## src/rtl/mult_sequencer.sv

```systemverilog
// mult_sequencer: control FSM for the 8-bit signed shift-add multiplier.
// Turns the Run / ClearA_LoadB button levels into per-cycle datapath
// controls. A run is CLEAR, then eight ADD/SHIFT pairs, then DONE.
// The last ADD subtracts, because the MSB of a two's-complement
// multiplier carries negative weight.
// Inputs are plain levels. There is no valid/ready handshake. Run is
// acted on only in IDLE, and a held Run parks the FSM in DONE until Run
// goes low.
module mult_sequencer (
  input  logic       Clk,
  input  logic       Reset,
  input  logic       Run,
  input  logic       ClearA_LoadB,
  input  logic       M,
  output logic       Clr_XA,
  output logic       Ld_B,
  output logic       Ld_XA,
  output logic       Add,
  output logic       Sub,
  output logic       Shift_En,
  output logic       Busy,
  output logic       Done,
  output logic [2:0] Iter,
  output logic [2:0] Dbg_State
);

  localparam logic [2:0] S_IDLE  = 3'd0;
  localparam logic [2:0] S_CLEAR = 3'd1;
  localparam logic [2:0] S_ADD   = 3'd2;
  localparam logic [2:0] S_SHIFT = 3'd3;
  localparam logic [2:0] S_DONE  = 3'd4;

  logic [2:0] r_state;
  logic [2:0] w_next;
  logic [2:0] r_cnt;
  logic       w_last;

  assign w_last    = (r_cnt == 3'd7);
  assign Iter      = r_cnt;
  assign Dbg_State = r_state;

  // State register; reset returns to IDLE from anywhere, abandoning a run.
  always_ff @(posedge Clk or posedge Reset) begin
    if (Reset) r_state <= S_IDLE;
    else       r_state <= w_next;
  end

  // Iteration counter: zeroed on entry to a run and after the last shift.
  always_ff @(posedge Clk or posedge Reset) begin
    if (Reset) begin
      r_cnt <= 3'd0;
    end else begin
      case (r_state)
        S_CLEAR: r_cnt <= 3'd0;
        S_SHIFT: r_cnt <= w_last ? 3'd0 : r_cnt + 3'd1;
        default: r_cnt <= r_cnt;
      endcase
    end
  end

  // Next-state logic; button changes mid-run are ignored.
  always_comb begin
    w_next = r_state;
    case (r_state)
      S_IDLE:  if (Run) w_next = S_CLEAR;
      S_CLEAR: w_next = S_ADD;
      S_ADD:   w_next = S_SHIFT;
      S_SHIFT: w_next = w_last ? S_DONE : S_ADD;
      S_DONE:  if (!Run) w_next = S_IDLE;
      default: w_next = S_IDLE;
    endcase
  end

  // Output decode. Everything is forced low while Reset is high, so the
  // IDLE clear/load path cannot fire during reset.
  always_comb begin
    Clr_XA   = 1'b0;
    Ld_B     = 1'b0;
    Ld_XA    = 1'b0;
    Add      = 1'b0;
    Sub      = 1'b0;
    Shift_En = 1'b0;
    Busy     = 1'b0;
    Done     = 1'b0;
    if (!Reset) begin
      case (r_state)
        S_IDLE: begin
          if (!Run && ClearA_LoadB) begin
            Clr_XA = 1'b1;
            Ld_B   = 1'b1;
          end
        end
        S_CLEAR: begin
          Clr_XA = 1'b1;
          Busy   = 1'b1;
        end
        S_ADD: begin
          Ld_XA = M;
          Add   = M & ~w_last;
          Sub   = M & w_last;
          Busy  = 1'b1;
        end
        S_SHIFT: begin
          Shift_En = 1'b1;
          Busy     = 1'b1;
        end
        S_DONE:  Done = 1'b1;
        default: ;
      endcase
    end
  end

endmodule

```

## config.mk

```make
export PLATFORM = sky130hd
export DESIGN_NAME = mult_sequencer
export DESIGN_NICKNAME = d
export VERILOG_FILES = /design/src/rtl/mult_sequencer.sv
export SDC_FILE = /design/constraint.sdc
export NUM_CORES = 1
export LEC_CHECK = 0
export ABC_AREA = 1
export CORE_AREA = 2 2 39 41
export CTS_CLUSTER_SIZE = 28
export DETAILED_ROUTE_END_ITERATION = 10
export DIE_AREA = 0 0 41 43
export PLACE_DENSITY_LB_ADDON = 0.05
export SLEW_MARGIN = 25
export SYNTH_ARGS = -nofsm -noshare
export SYNTH_HDL_FRONTEND = slang
export SYNTH_SLANG_ARGS = --single-unit
export TNS_END_PERCENT = 10
```

## constraint.sdc

```tcl
create_clock -name Clk -period 3.04 [get_ports Clk]
set_clock_uncertainty 0.1 [all_clocks]
set_input_delay 0.76 -clock Clk [delete_from_list [all_inputs] [get_ports Clk]]
set_output_delay 0.76 -clock Clk [all_outputs]
set_load 0.1 [all_outputs]
```

==> summary.txt <==
Status: finished, final reports clean
Number of post-CTS setup repair buffers: 0
Setup Viol. Count Final: 0
First drt pass iteration count: 4
# fillers: 135
Vias/cell: 4.407
Largest net degree at the start of global routing: 9
Die width: 41 um
Clock sinks: 6
Startpoint types: primary input
Via count: 401
Post-synth EDFFs: 0
Synth cell count leaders: nand2_1, nor2_1, dfrtp_1
Mean Syn Cell Area: 7.146 um2
Vias in the first global route: 316
Detailed-route wire length: 898 um
Pins over their slew limit: 0
Post_cts resized: 0
Die height: 43 um
Layout cells sized above 1: 0.3867
Syn Std Cell Area: 371.6 um2
Port buffer count: 18
Detailed Place HPWL: 742.2 um
Clock root buffer: clkbuf_4
Top FF cell, synth: dfrtp_1
Unrepaired setup endpoints after global routing: no
Crit path DAT: 1.87 ns
Grt ovf: 0
Metal2 WL: 419 um
Post-Synthesis Cells: 52
Initial DRC count: 7
Post-DRT Antenna Nets: 0
M1 WL: 425 um
Initial antenna violation count: 0
RD Place Congestion: 0.7743
I/O pin total: 19
First-pass GRT wire length: 1393 um
Clock Pin Slew Worst Setup and Hold Paths: 0.04 ns
Tcrit/Tclk final: 0.8996
Post-synth top area share: 0.4040
Flops & latches, synth: 6
Syn. warnings: 0
Worst-path fanout max: 3
Worst min path class: flip-flop to flip-flop
Count leader, synth: nand2_1
DR WL/cell: 9.868 um
Max cap viols: 0
Met3 WL post-DR: 45 um
Sequential fraction of the synthesis area: 0.4040
Top cells by area, synth: dfrtp_1, nand2_1, nor2_1
Area leader, netlist: dfrtp_1
Final min period: 2.735 ns
Total GRT Usage: 0.1157
Ys async rst share: 1.000
WP data required: 2.18 ns
Slew headroom: 0.7897
Antenna cells: 0
Nets: 85
Rows: 14
Crit end category: output pin
DR DRC count: 0
Latest clock arrival within the worst-skew pair: 0.24 ns
Clock Path Buffers: 2
Fmax: 0.3656 GHz
Post-synthesis net count: 60
CTS buffer count: 3
Core area: 1384 um2
Post-CTS Hold Fix Bufs: 0
Area Overhead vs Synth: 90.24%
Die footprint: 1763 um2
Top routing layer in use: met4
CTS tree: built
Crit Path Class: primary input to output pin
Fin util: 0.5109
Worst-Margin Slew: 0.3122 ns
Distinct cells, synth: 11
Initial core utilization: 0.2685
H-tree depth: 1
Final hold vios: 0
[worst max-delay path, cell delays in order]
cell and delay, ns:
clkdlybuf4s50_1 0.44, inv_2 0.07, nand3_1 0.19, nor3_4 0.22, buf_12 0.20
[layout make-up]
| cell class | instances | area, um2 | area share |
|---|---|---|---|
| repair buffers | 20 | 260.3 | 0.3681 |
| multi-input cells | 40 | 231.5 | 0.3274 |
| flip-flops and latches | 6 | 150.1 | 0.2124 |
| clock buffers | 3 | 22.52 | 0.03186 |
| inverters | 6 | 22.52 | 0.03186 |
| well taps | 16 | 20.02 | 0.02832 |
[final timing paths]
path	from	to	slack, ns	depth (start not counted)
max	Reset	Add	0.31	5
min	Iter[1]$_DFFE_PP0P_	Iter[1]$_DFFE_PP0P_	0.41	2
max reg2reg	Iter[0]$_DFFE_PP0P_	Iter[0]$_DFFE_PP0P_	1.79	5
min reg2reg	Iter[1]$_DFFE_PP0P_	Iter[1]$_DFFE_PP0P_	0.41	2
max in group asynchronous	Reset	Iter[0]$_DFFE_PP0P_	1.99	3
min in group asynchronous	Reset	Dbg_State[1]$_DFFE_PP0P_	0.73	3
[per-layer routing]
| metal | vias to the layer above | track usage |
|---|---|---|
| met3 | 2 | 0.03141 |
| li1 | 211 | - |
| met2 | 12 | 0.1438 |
| met5 | - | 0 |
| met1 | 176 | 0.1767 |
| met4 | 0 | 0.06000 |
[metrics by stage]
step	setup slack [ns]	TNS [ns]	hold slack [ns]	cells	instance area [um2]
after floorplan	-0.2567	-0.6821	0.4223	52	404.1
after global placement	0.2993	0	0.3970	88	684.4
after detailed placement	0.2867	0	0.3995	88	684.4
after CTS	0.2810	0	0.4113	91	706.9
after global routing	0.2258	0	0.4545	91	706.9
final	0.3051	0	0.4067	91	706.9
[sequential cells by signal, indices dropped and copies added, names as in the netlist]
| signal | count |
|---|---|
| Dbg_State | 3 |
| Iter | 3 |
[cells in the final DEF (no fill, tap or decap)]
cell and n:
nor3_2 1, buf_4 8, nand2_1 14, clkdlybuf4s50_1 4
nor3_4 2, nand2_2 2, dfrtp_1 6, clkbuf_4 3
ha_1 3, nor2_2 2, nand3_1 4, inv_2 2
nor2_1 10, nor2_4 1, buf_12 8, o21ai_0 1
inv_1 4
[kinds of logic after synthesis]
| family | share of synthesized area |
|---|---|
| compound gates | 0.01346 |
| fa+ha+maj | 0.1010 |
| buf+inv | 0.06060 |
| flops | 0.4040 |
| simple gates | 0.4208 |
Power is not shown: default switching activity piles up to over one toggle a cycle in this logic, so the estimate is an artifact.
